==> src/rtl/hidden_neuron_forward.sv <==
// rtl/hidden_neuron_forward.sv - forward-pass hidden-layer neuron (MAC, /1000 scale, sigmoid-like activation)
//
// Purpose: accepts N_INPUTS signed in_val/weight pairs one beat at a time,
// multiply-accumulates them, scales the sum by 1/1000 (truncating toward zero)
// and applies f(X) = 0.5[X/(1+|X|)+1] in thousandths using a 9-step restoring
// divider. Optional feature macro: HIDDEN_NEURON_SAT_EN (saturate the scaled
// sum to [-512, 511]; otherwise it wraps to its low 10 bits).
//
// Ports:
//   clk        rising-edge clock
//   rst        synchronous active-high reset
//   in_valid   input pair present          in_ready  pair accepted this cycle
//   in_val     signed input (thousandths)  weight    signed weight (thousandths)
//   out_valid  result held and stable      out_ready consumer takes the result
//   out_act    activation, 0..1000         out_net   signed scaled pre-activation sum
module hidden_neuron_forward #(
  parameter int N_INPUTS = 10
) (
  input  logic              clk,
  input  logic              rst,
  input  logic              in_valid,
  output logic              in_ready,
  input  logic signed [9:0] in_val,
  input  logic signed [9:0] weight,
  output logic              out_valid,
  input  logic              out_ready,
  output logic        [9:0] out_act,
  output logic signed [9:0] out_net
);

  typedef enum logic [2:0] {IDLE, ACCUM, SCALE, DIVIDE, DONE} state_t;

  localparam logic [4:0] LAST_BEAT = 5'(N_INPUTS - 1);

  state_t             state_q, state_d;
  logic signed [23:0] acc_q, acc_d;
  logic        [4:0]  cnt_q, cnt_d;
  logic        [10:0] rem_q, rem_d;
  logic        [8:0]  quo_q, quo_d;
  logic        [10:0] den_q, den_d;
  logic               neg_q, neg_d;
  logic signed [9:0]  net_q, net_d;
  logic        [9:0]  act_q, act_d;
  logic               valid_q, valid_d;

  logic signed [19:0] prod;
  logic               beat;
  logic signed [23:0] quot;
  logic signed [9:0]  net_scaled;
  logic        [9:0]  abs_net;
  logic        [17:0] num;
  logic        [10:0] den;
  logic        [11:0] trial;
  logic               ge;

  assign in_ready  = (state_q == IDLE) || (state_q == ACCUM);
  assign beat      = in_valid && in_ready;
  assign prod      = in_val * weight;
  // Signed division truncates toward zero, which is the required rounding.
  assign quot      = acc_q / 24'sd1000;
  assign out_valid = valid_q;
  assign out_act   = act_q;
  assign out_net   = net_q;

  always_comb begin
    net_scaled = quot[9:0];
`ifdef HIDDEN_NEURON_SAT_EN
    if (quot > 24'sd511) begin
      net_scaled = 10'sd511;
    end else if (quot < -24'sd512) begin
      net_scaled = -10'sd512;
    end
`endif
  end

  // |-512| = 512 still fits as a 10-bit unsigned magnitude.
  assign abs_net = net_scaled[9] ? (~net_scaled + 10'd1) : net_scaled;
  assign num     = 18'(abs_net) * 18'd500;
  assign den     = 11'd1000 + 11'(abs_net);

  // Quotient is always < 512, so num[17:9] < den and can seed the remainder;
  // the remaining 9 numerator bits sit in quo_q and shift out as quotient
  // bits shift in.
  assign trial = {rem_q, quo_q[8]};
  assign ge    = trial >= {1'b0, den_q};

  always_comb begin
    state_d = state_q;
    acc_d   = acc_q;
    cnt_d   = cnt_q;
    rem_d   = rem_q;
    quo_d   = quo_q;
    den_d   = den_q;
    neg_d   = neg_q;
    net_d   = net_q;
    act_d   = act_q;
    valid_d = valid_q;
    case (state_q)
      IDLE: begin
        acc_d = '0;
        cnt_d = '0;
        if (beat) begin
          acc_d   = 24'(prod);
          cnt_d   = 5'd1;
          state_d = (N_INPUTS == 1) ? SCALE : ACCUM;
        end
      end
      ACCUM: begin
        if (beat) begin
          acc_d = acc_q + 24'(prod);
          cnt_d = cnt_q + 5'd1;
          if (cnt_q == LAST_BEAT) state_d = SCALE;
        end
      end
      SCALE: begin
        net_d   = net_scaled;
        neg_d   = net_scaled[9];
        rem_d   = {2'b00, num[17:9]};
        quo_d   = num[8:0];
        den_d   = den;
        cnt_d   = '0;
        state_d = DIVIDE;
      end
      DIVIDE: begin
        rem_d = ge ? 11'(trial - {1'b0, den_q}) : trial[10:0];
        quo_d = {quo_q[7:0], ge};
        cnt_d = cnt_q + 5'd1;
        if (cnt_q == 5'd8) state_d = DONE;
      end
      DONE: begin
        // First DONE cycle registers the activation; then hold for the consumer.
        if (!valid_q) begin
          valid_d = 1'b1;
          act_d   = neg_q ? (10'd500 - 10'(quo_q)) : (10'd500 + 10'(quo_q));
        end else if (out_ready) begin
          valid_d = 1'b0;
          state_d = IDLE;
        end
      end
      default: state_d = IDLE;
    endcase
  end

  always_ff @(posedge clk) begin
    if (rst) begin
      state_q <= IDLE;
      acc_q   <= '0;
      cnt_q   <= '0;
      rem_q   <= '0;
      quo_q   <= '0;
      den_q   <= '0;
      neg_q   <= 1'b0;
      net_q   <= '0;
      act_q   <= '0;
      valid_q <= 1'b0;
    end else begin
      state_q <= state_d;
      acc_q   <= acc_d;
      cnt_q   <= cnt_d;
      rem_q   <= rem_d;
      quo_q   <= quo_d;
      den_q   <= den_d;
      neg_q   <= neg_d;
      net_q   <= net_d;
      act_q   <= act_d;
      valid_q <= valid_d;
    end
  end

endmodule

==> config.mk <==
export PLATFORM = sky130hd
export DESIGN_NAME = hidden_neuron_forward
export DESIGN_NICKNAME = d
export VERILOG_FILES = /design/src/rtl/hidden_neuron_forward.sv
export SDC_FILE = /design/constraint.sdc
export NUM_CORES = 1
export LEC_CHECK = 0
export ABC_AREA = 1
export CAP_MARGIN = 20
export CORE_UTILIZATION = 50
export DETAILED_ROUTE_END_ITERATION = 7
export DONT_BUFFER_PORTS = 1
export PLACE_DENSITY_LB_ADDON = 0.1
export SYNTH_ARGS = -nofsm -noshare
export SYNTH_HDL_FRONTEND = slang
export SYNTH_SLANG_ARGS = --single-unit
export TNS_END_PERCENT = 50
==> constraint.sdc <==
create_clock -name clk -period 18.2 [get_ports clk]
set_input_delay 3.64 -clock clk [delete_from_list [all_inputs] [get_ports clk]]
set_output_delay 3.64 -clock clk [all_outputs]
set_load 0.02 [all_outputs]
==> flow_metrics.env <==
export IMPL_status="complete, no violations"
export IMPL_synthDistinctLibCells=61
export IMPL_setup_viol=0
export IMPL_worst_path_buf_inv=14
export IMPL_clock_path_buffers=2
export IMPL_synth_top_area_frac=0.165
export IMPL_synth_area_leaders="fa_1, nand2_1, ha_1"
export IMPL_drt_antenna_violating_nets=0
export IMPL_grt_busiest_layer="met2"
export IMPL_cp_slowest_cell="dfxtp_1"
export IMPL_cp_required_ns=18.50
export IMPL_cp_common_cell="nand2_1"
export IMPL_dp_hpwl_mm=28.3
export IMPL_cts_hold_buf=0
export IMPL_io_pins=46
export IMPL_async_flop_share=0
export IMPL_viasPerCell=5.18
export IMPL_synth_ff_type="dfxtp_1"
export IMPL_rows=62
export IMPL_cts_setup_buffers=0
export IMPL_start_util=0.510
export IMPL_core_um2=28800
export IMPL_antenna_found_initial=0
export IMPL_layout_drive_gt1_share=0.0877
export IMPL_cp_end_kind="flip-flop"
export IMPL_die_height_um=173
export IMPL_post_route_min_period_ns=15.00
export IMPL_fin_worst_skew_ns=0.00904
export IMPL_layout_nets=2397
export IMPL_drt_wl_total_mm=34.6
export IMPL_tightest_slew_ns=1.08
export IMPL_arrival_ns=15.29
export IMPL_grt_pass1_wl_mm=60.7
export IMPL_num_vias=13000
export IMPL_use_met1=0.331
export IMPL_synth_edf_count=0
export IMPL_met2_usage=0.409
export IMPL_synth_area_leader_cell="fa_1"
export IMPL_critPathMaxStageDelay_ns=1.03
export IMPL_avgSynthCellArea_um2=6.82
export IMPL_netlist_instances=2154
export IMPL_first_pass_iters=7
export IMPL_drv_cap=0
export IMPL_critPathTopFamily="simple AND/OR/NAND/NOR gates"
export IMPL_slew_viol_final=0
export IMPL_grt_use_met3=0.0300
export IMPL_fin_setup_tns_ns=0
export IMPL_netlist_area_um2=14700
export IMPL_fill_cells=2888
export IMPL_clk_pin_slew_ns=0.06
export IMPL_syn_to_final_growth_pct=3.93
export IMPL_ys_warn_count=0
export IMPL_cp_start_kind="flip-flop"
export IMPL_track_usage=0.242
export IMPL_fmax_mhz=66.7
export IMPL_rsz0062_at_grt="no"
export IMPL_first_global_vias=13000
export IMPL_ys_ff_latch=83
export IMPL_ctsResizeCount=0
export IMPL_min_period_over_period=0.824
export IMPL_grt_max_degree=39
export IMPL_io_buffers=0
export IMPL_crit_type="reg2reg"
export IMPL_clk_latency_ns=0.35
export IMPL_wire_per_inst_um=13.8
export IMPL_overflow=0
export IMPL_cp_max_fo=32
export IMPL_cts_sinks=83
export IMPL_cts_htree_levels=3
export IMPL_hp_class="reg2reg"
export IMPL_ys_seq_area_frac=0.113
export IMPL_cts_buffers=9
export IMPL_syn_nets=2435
export IMPL_antenna_cells=0
export IMPL_drt_iter0_drc=744
export IMPL_cts_tree="built"
export IMPL_fp_dieW_um=173
export IMPL_slew_headroom=0.279
export IMPL_routabilityCongestion=0.931
export IMPL_hold_viol=0
export IMPL_drc_errors=0
export IMPL_die_area_um2=30100
export IMPL_root_buffer="clkbuf_16"
[layout by cell type (no fill, tap or decap), drive strengths merged, types with 2 or more instances in the layout]
master / netlist / final
nand2: 528 / 528
inv: 443 / 443
nor2: 151 / 151
ha: 136 / 136
nand3: 133 / 133
o21ai: 133 / 133
a21oi: 127 / 127
fa: 121 / 121
dfxtp: 83 / 83
xor2: 59 / 59
a31oi: 36 / 36
xnor2: 31 / 31
o21bai: 18 / 18
nand4: 16 / 16
clkbuf: 44 / 13
o211ai: 12 / 12
or2: 12 / 12
nor3: 10 / 10
a221oi: 9 / 9
nand3b: 7 / 7
clkinv: 5 / 6
o221ai: 5 / 5
a211oi: 5 / 5
buf: 10 / 5
o21a: 3 / 3
and2: 3 / 3
a21o: 2 / 2
nor3b: 2 / 2
[cell families after synthesis]
group | synth area share
compound gates | 0.142
buf+inv | 0.132
xor+xnor | 0.0537
simple gates | 0.278
flops | 0.113
fa+ha+maj | 0.281
[registers in the layout, indices dropped and copies added, names as in the netlist, 3 cells and up]
name / count
cnt_q: 5
quo_q: 9
out_net: 8
rem_q: 11
state_q: 3
acc_q: 24
den_q: 11
out_act: 10
[synthesized netlist by cell type, types with 11 or more instances]
cell	instances
nand2_1	468
nand4_1	12
xor2_1	59
clkbuf_1	43
fa_1	121
nand3_1	108
nor2_1	128
inv_2	28
o21ai_1	24
a31oi_1	36
nand2_2	40
nand2_4	20
or2_2	11
ha_1	136
o21ai_0	107
xnor2_1	31
dfxtp_1	83
a21oi_1	123
o211ai_1	12
o21bai_1	13
nand3_2	17
nor2_2	20
inv_1	414
[layer usage]
metal / part of all wire / vias to the layer above
li1: - / 6714
met1: 0.48 / 6008
met2: 0.46 / 213
met3: 0.043 / 32
met4: 0.012 / 0
met5: 0 / -
[area by class of cell]
cell class / count / area (um^2) / share of cell area
Timing Repair Buffer: 5 / 37.5 / 0.00246
Tap cell: 384 / 480 / 0.0315
Inverter: 448 / 1680 / 0.110
Clock inverter: 3 / 46.3 / 0.00303
Clock buffer: 13 / 260 / 0.0170
Multi-Input combinational cell: 1569 / 11100 / 0.727
Sequential cell: 83 / 1660 / 0.109
[final timing paths]
check / from / endpoint / slack, ns / cells after the start
worst min register to register: rem_q[9] / rem_q[9] / 0.48 / 2
worst max register to register: acc_q[23] / rem_q[8] / 3.20 / 100
worst max-delay path: acc_q[23] / rem_q[8] / 3.20 / 100
worst min-delay path: rem_q[9] / rem_q[9] / 0.48 / 2
[metrics by stage]
| step | utilization | setup slack (ns) | cell area [um^2] | cells | hold slack, ns |
|---|---|---|---|---|---|
| detailed placement | 0.520 | 3.26 | 15000 | 2489 | 0.475 |
| global route | 0.531 | 1.44 | 15300 | 2505 | 0.537 |
| finish | 0.531 | 3.20 | 15300 | 2505 | 0.485 |
| global placement | 0.520 | 3.50 | 15000 | 2489 | 0.476 |
| floorplan | - | 5.52 | 14700 | 2154 | 0.458 |
| CTS | 0.531 | 3.22 | 15300 | 2505 | 0.486 |
[worst min-delay path, delay by kind of cell, from the launching register on]
kind / cells / cell delay (ns)
AO/OA/AOI/OAI: 1 / 0.05
flip-flops: 1 / 0.33
AND/OR/NAND/NOR: 1 / 0.06
Power is left out: the tool's default activity adds up to more than one toggle a clock period on the data nets, which glitch-free logic cannot reach.
